### src/rtl/vme_pkg.sv
// vme_pkg: shared constants, field positions and FSM
// encoding for the DMB VME slave cycle decoder.
package vme_pkg;

  localparam logic [5:0] AM_A24_USER = 6'h39;
  localparam logic [5:0] AM_A24_SUPV = 6'h3D;

  localparam int SLOT_HI = 23;
  localparam int SLOT_LO = 19;
  localparam int DEV_HI  = 15;
  localparam int DEV_LO  = 12;
  localparam int CMD_HI  = 11;
  localparam int CMD_LO  = 2;

  localparam int TO_W = 10;

  typedef enum logic [2:0] {
    ST_IDLE,
    ST_DECODE,
    ST_STRB,
    ST_ACK,
    ST_RELEASE
  } vme_state_t;

  function automatic logic am_ok(
    input logic [5:0] am
  );
    return (am == AM_A24_USER) ||
           (am == AM_A24_SUPV);
  endfunction

endpackage

### src/rtl/vme_sync.sv
// vme_sync: STAGES-deep synchroniser for one
// asynchronous VME control line.
module vme_sync
  import vme_pkg::*;
#(
  parameter int   STAGES  = 2,
  parameter logic RST_VAL = 1'b1
) (
  input  logic FASTCLK,
  input  logic RST_B,
  input  logic d,
  output logic q
);

  logic [STAGES-1:0] chain;

  // shift the raw line through the flop chain
  always_ff @(posedge FASTCLK) begin
    if (!RST_B) begin
      chain <= {STAGES{RST_VAL}};
    end else begin
      chain <= {chain[STAGES-2:0], d};
    end
  end

  assign q = chain[STAGES-1];

endmodule

### src/rtl/vme_cycle_decode.sv
// vme_cycle_decode: VME A24 slave cycle decoder.
// Optional bus-error timeout: VME_BERR_TIMEOUT_EN.
module vme_cycle_decode #(
  parameter int SYNC_STAGES = 2,
  parameter int TIMEOUT_CYC = 255,
  parameter int NDEV        = 16
) (
  input  logic            FASTCLK,
  input  logic            RST_B,
  input  logic            AS_B,
  input  logic            DS0_B,
  input  logic            DS1_B,
  input  logic            VME_WRITE_B,
  input  logic            LWORD_B,
  input  logic            IACK_B,
  input  logic [5:0]      AM,
  input  logic [23:1]     ADR,
  input  logic [4:0]      GA,
  input  logic            DTACK_IN_B,
  output logic            STROBE,
  output logic            WRITE_B,
  output logic [NDEV-1:0] DEVICE,
  output logic [9:0]      COMMAND,
  output logic            BERR_B,
  output logic            CYC_ACTIVE
);

  import vme_pkg::*;

  localparam int FW = $clog2(SYNC_STAGES + 1);

  if (SYNC_STAGES < 2 || TIMEOUT_CYC < 1 ||
      TIMEOUT_CYC > 1023) begin : g_bad_param
    $error("vme_cycle_decode: bad parameter");
  end

  logic as_s;
  logic ds0_s;
  logic ds1_s;
  logic dt_s;
  logic ds_s;

  vme_sync #(
    .STAGES  (SYNC_STAGES),
    .RST_VAL (1'b1)
  ) u_sync_as (
    .FASTCLK (FASTCLK),
    .RST_B   (RST_B),
    .d       (AS_B),
    .q       (as_s)
  );

  vme_sync #(
    .STAGES  (SYNC_STAGES),
    .RST_VAL (1'b1)
  ) u_sync_ds0 (
    .FASTCLK (FASTCLK),
    .RST_B   (RST_B),
    .d       (DS0_B),
    .q       (ds0_s)
  );

  vme_sync #(
    .STAGES  (SYNC_STAGES),
    .RST_VAL (1'b1)
  ) u_sync_ds1 (
    .FASTCLK (FASTCLK),
    .RST_B   (RST_B),
    .d       (DS1_B),
    .q       (ds1_s)
  );

  vme_sync #(
    .STAGES  (SYNC_STAGES),
    .RST_VAL (1'b1)
  ) u_sync_dt (
    .FASTCLK (FASTCLK),
    .RST_B   (RST_B),
    .d       (DTACK_IN_B),
    .q       (dt_s)
  );

  assign ds_s = ds0_s & ds1_s;

  logic match;
  assign match = (ADR[SLOT_HI:SLOT_LO] == GA) &&
                 am_ok(AM) && IACK_B && LWORD_B;

  logic unused_adr;
  assign unused_adr = ^{ADR[18:16], ADR[1]};

  function automatic logic [NDEV-1:0] dev_onehot(
    input logic [3:0] idx
  );
    logic [NDEV-1:0] v;
    v = '0;
    if (int'(idx) < NDEV) begin
      v = NDEV'(1) << idx;
    end
    return v;
  endfunction

  vme_state_t    state;
  logic [FW-1:0] flush_cnt;
  logic          flushed;
  logic          armed;
  logic [3:0]    dev_q;
  logic [9:0]    cmd_q;
  logic          wr_q;

  // synchroniser outputs are stale until flushed
  assign flushed = (flush_cnt == FW'(SYNC_STAGES));

`ifdef VME_BERR_TIMEOUT_EN
  logic [TO_W-1:0] cnt;
  logic            berr_q;
  assign BERR_B = berr_q;
`else
  assign BERR_B = 1'b1;
`endif

  // cycle FSM with registered bundle outputs
  always_ff @(posedge FASTCLK) begin
    if (!RST_B) begin
      state      <= ST_IDLE;
      flush_cnt  <= '0;
      armed      <= 1'b0;
      dev_q      <= '0;
      cmd_q      <= '0;
      wr_q       <= 1'b1;
      STROBE     <= 1'b0;
      DEVICE     <= '0;
      COMMAND    <= '0;
      WRITE_B    <= 1'b1;
      CYC_ACTIVE <= 1'b0;
`ifdef VME_BERR_TIMEOUT_EN
      cnt        <= '0;
      berr_q     <= 1'b1;
`endif
    end else begin
      if (!flushed) begin
        flush_cnt <= flush_cnt + 1'b1;
      end
      unique case (state)
        ST_IDLE: begin
          if (flushed && as_s) begin
            armed <= 1'b1;
          end
          if (armed && !as_s && !ds_s) begin
            armed <= 1'b0;
            if (match) begin
              dev_q      <= ADR[DEV_HI:DEV_LO];
              cmd_q      <= ADR[CMD_HI:CMD_LO];
              wr_q       <= VME_WRITE_B;
              CYC_ACTIVE <= 1'b1;
              state      <= ST_DECODE;
            end else begin
              state <= ST_RELEASE;
            end
          end
        end
        ST_DECODE: begin
          COMMAND <= cmd_q;
          WRITE_B <= wr_q;
          DEVICE  <= dev_onehot(dev_q);
          STROBE  <= 1'b1;
`ifdef VME_BERR_TIMEOUT_EN
          cnt     <= '0;
`endif
          state   <= ST_STRB;
        end
        ST_STRB: begin
`ifdef VME_BERR_TIMEOUT_EN
          cnt <= cnt + 1'b1;
`endif
          if (ds_s) begin
            STROBE <= 1'b0;
            DEVICE <= '0;
            state  <= ST_RELEASE;
          end else if (!dt_s) begin
            state <= ST_ACK;
          end
`ifdef VME_BERR_TIMEOUT_EN
          else if (cnt == TO_W'(TIMEOUT_CYC - 1)) begin
            berr_q <= 1'b0;
            STROBE <= 1'b0;
            DEVICE <= '0;
            state  <= ST_RELEASE;
          end
`endif
        end
        ST_ACK: begin
          if (ds_s) begin
            STROBE <= 1'b0;
            DEVICE <= '0;
            state  <= ST_RELEASE;
          end
        end
        ST_RELEASE: begin
          if (as_s && ds_s) begin
            CYC_ACTIVE <= 1'b0;
            armed      <= 1'b1;
`ifdef VME_BERR_TIMEOUT_EN
            berr_q     <= 1'b1;
`endif
            state      <= ST_IDLE;
          end
        end
        default: state <= ST_IDLE;
      endcase
    end
  end

endmodule

### config.mk
export PLATFORM = sky130hd
export DESIGN_NAME = vme_cycle_decode
export DESIGN_NICKNAME = d
export VERILOG_FILES = /design/src/rtl/vme_pkg.sv /design/src/rtl/vme_sync.sv /design/src/rtl/vme_cycle_decode.sv
export SDC_FILE = /design/constraint.sdc
export NUM_CORES = 1
export LEC_CHECK = 0
export CAP_MARGIN = 10
export CORE_AREA = 2 2 68 86
export DETAILED_ROUTE_END_ITERATION = 10
export DIE_AREA = 0 0 70 88
export PLACE_DENSITY = 0.83
export SLEW_MARGIN = 15
export SYNTH_ARGS = -nofsm -noshare
export SYNTH_HDL_FRONTEND = slang
export SYNTH_SLANG_ARGS = --single-unit
### constraint.sdc
create_clock -name FASTCLK -period 5.2 [get_ports FASTCLK]
set_clock_uncertainty 0.2 [all_clocks]
set_input_delay 1.04 -clock FASTCLK [delete_from_list [all_inputs] [get_ports FASTCLK]]
set_output_delay 1.04 -clock FASTCLK [all_outputs]
set_load 0.1 [all_outputs]
==> run metrics <==
Pwr Density 304 nW/um^2; die height 88 um; Final setup viols 0; Mapped Cells 262; status finished, final reports clean; ys flop type dfxtp_1; design area 3190 um^2; CP Data Required Time 3.96 ns; clk root buf clkbuf_8; WL/cell 14.0 um; routed wire length 5420 um; die extent in x 70 um; H-tree levels 3; dpl hpwl 3630 um; number of enable flip-flop cells after synthesis 0; remaining global-route overflow 0; die footprint 6160 um^2; relative slew slack 35.0%; initial antenna violation count 0; final hold slack 0.206 ns; CTS Sinks 58; Tot GR Track Use 18.9%; CP Cell Sequence clkdlybuf4s50_1; Setup CP Type flop to output pin; Non-Filler Instances 388; Port-buffer cells 66; Mapped Avg Cell Area 8.87 um^2; Critical Path Start Type flop; Unique masters post-synth 43; Lkg Pwr 1.09 nW; #FFs+latches synth 58; DRC 0; CTS Buf Count 9; Critical Path End Type output pin; max incr delay on CP 1.14 ns; row count 30; worst hold-check path type flop to flop; CP top delay family buffers and inverters; maximum vdd drop 0.141 mV; register area share after synthesis 49.9%; post_cts resized 0; floorplan core area 5330 um^2; clock latency on the worst-skew pair 0.33 ns; layout cells sized above 1 6.79%; vias in the first global route 2101; RSZ-0062 raised after global routing no; IO Pins 73; Max Slew Vio Count 0; Layout Nets 364; Reg clk slew, reported paths 0.06 ns; Max-Cap Viols 0; Critical Path AT 1.82 ns; via/cell ratio 5.53; critical-path maximum fanout 2; number of hold violations in the final report 0; iteration-0 DRC count of the detailed router 90; Netlist Area Pre-Place 2320 um^2; Setup Buffers After CTS 0; Slew @ Worst Pin 0.973 ns; fmax 327 MHz; CTS Buffer Depth 2; Syn Nets 306; # diodes 0; setup TNS 0 ns; post-route ant nets 0; Via Count 2145; Placed Cells incl. Taps 373; global placement routability congestion 0.774; Starting Density 43.6%; Tcrit/Tclk final 58.8%; first-pass GRT wire length 9160 um; share of flip-flops with an asynchronous set or reset 0%; post-place instance area 2980 um^2; CP max stage cell clkdlybuf4s50_1; post-cts hold buffer count 0; pin count of the biggest net entering global routing 47; drt pass-1 iters 4; Area Growth Syn to Fin 37.0%; post-route minimum period 3.06 ns; yosys warns 0; Buf/Inv on CP 1; TritonCTS clock tree done; Finished Core Util 59.8%
-- synth_stat cells, types with 4 or more instances --
master / instances / share of area, %
nand3b_1: 4 / 1.3
dfxtp_1: 58 / 50
a22oi_1: 8 / 2.6
nand2b_1: 9 / 2.4
a21oi_1: 33 / 7.1
nor2_1: 20 / 3.2
nor2b_1: 4 / 1.1
o31ai_1: 14 / 4.5
buf_2: 7 / 1.5
inv_1: 4 / 0.65
clkbuf_1: 9 / 1.5
nand4_1: 17 / 4.6
nand2_1: 29 / 4.7
-- through the flow --
step	setup WS [ns]	total power, mW
final	2.14	0.969
after global routing	2.08	1.01
after CTS	2.11	0.980
after detailed placement	1.89	0.557
after global placement	1.92	0.554
after floorplan	2.59	0.520
-- kinds of logic after synthesis --
group / count (synthesis) / share of synthesized area (%)
simple gates: 100 / 22.8
flops: 58 / 49.9
buf+inv: 26 / 5.06
compound gates: 70 / 19.3
other cells: 1 / 0.161
fa+ha+maj: 1 / 0.538
xor+xnor: 6 / 2.26
-- area by class of cell --
class | instances | area, um^2
sequential | 58 | 1160
tap | 64 | 80.1
clock inverter | 2 | 35.0
inverter | 5 | 18.8
multi-input combinational | 178 | 1050
fill | 476 | 2140
timing repair buffer | 68 | 676
clock buffer | 13 | 169
-- per-layer routing --
metal | track usage (%) | wire, um | share of wire [%] | vias to the layer above
met5 | 0 | 0 | 0 | -
met4 | 10.7 | 109 | 2.0 | 0
met3 | 6.67 | 368 | 6.8 | 11
met2 | 32.8 | 2760 | 51 | 77
met1 | 20.2 | 2190 | 40 | 1002
li1 | - | - | - | 1055
-- sequential cells by signal, indices dropped and copies added, names as in the netlist, 3 cells and up --
signal	flops
DEVICE	16
COMMAND	10
cmd_q	10
dev_q	4
state	3
-- cell usage in the layout, fill, tap and decap left out, drive strengths merged, types with 3 or more instances in the layout --
cell type and n:
inv 5, clkbuf 13, a32oi 3, xor2 3
clkdlybuf4s50 66, nor2b 4, nand2b 9, nor4 4
nand2 29, o21ai 3, dfxtp 58, nor2 20
o31ai 14, a22oi 8, a21oi 33, nand4 17
xnor2 3, nor3 3, nand3b 4
-- power by group --
part           switching (mW)  internal (mW)  leakage [nW]  total, mW
logic                  0.0390         0.0434         0.511     0.0824
clock network           0.164          0.257         0.106      0.421
registers             0.00786          0.457         0.470      0.465
-- path summary, 6_finish.rpt --
kind	to	slack (ns)	start	depth (start not counted)
worst min-delay path	u_sync_ds0.chain[1]	0.21	u_sync_ds0.chain[0]	1
worst max register to register	cmd_q[3]	2.99	state[1]	4
worst min register to register	u_sync_ds0.chain[1]	0.21	u_sync_ds0.chain[0]	1
worst max-delay path	COMMAND[2]	2.14	COMMAND[2]	1
Note: power is estimated with default switching activity, not from simulation.
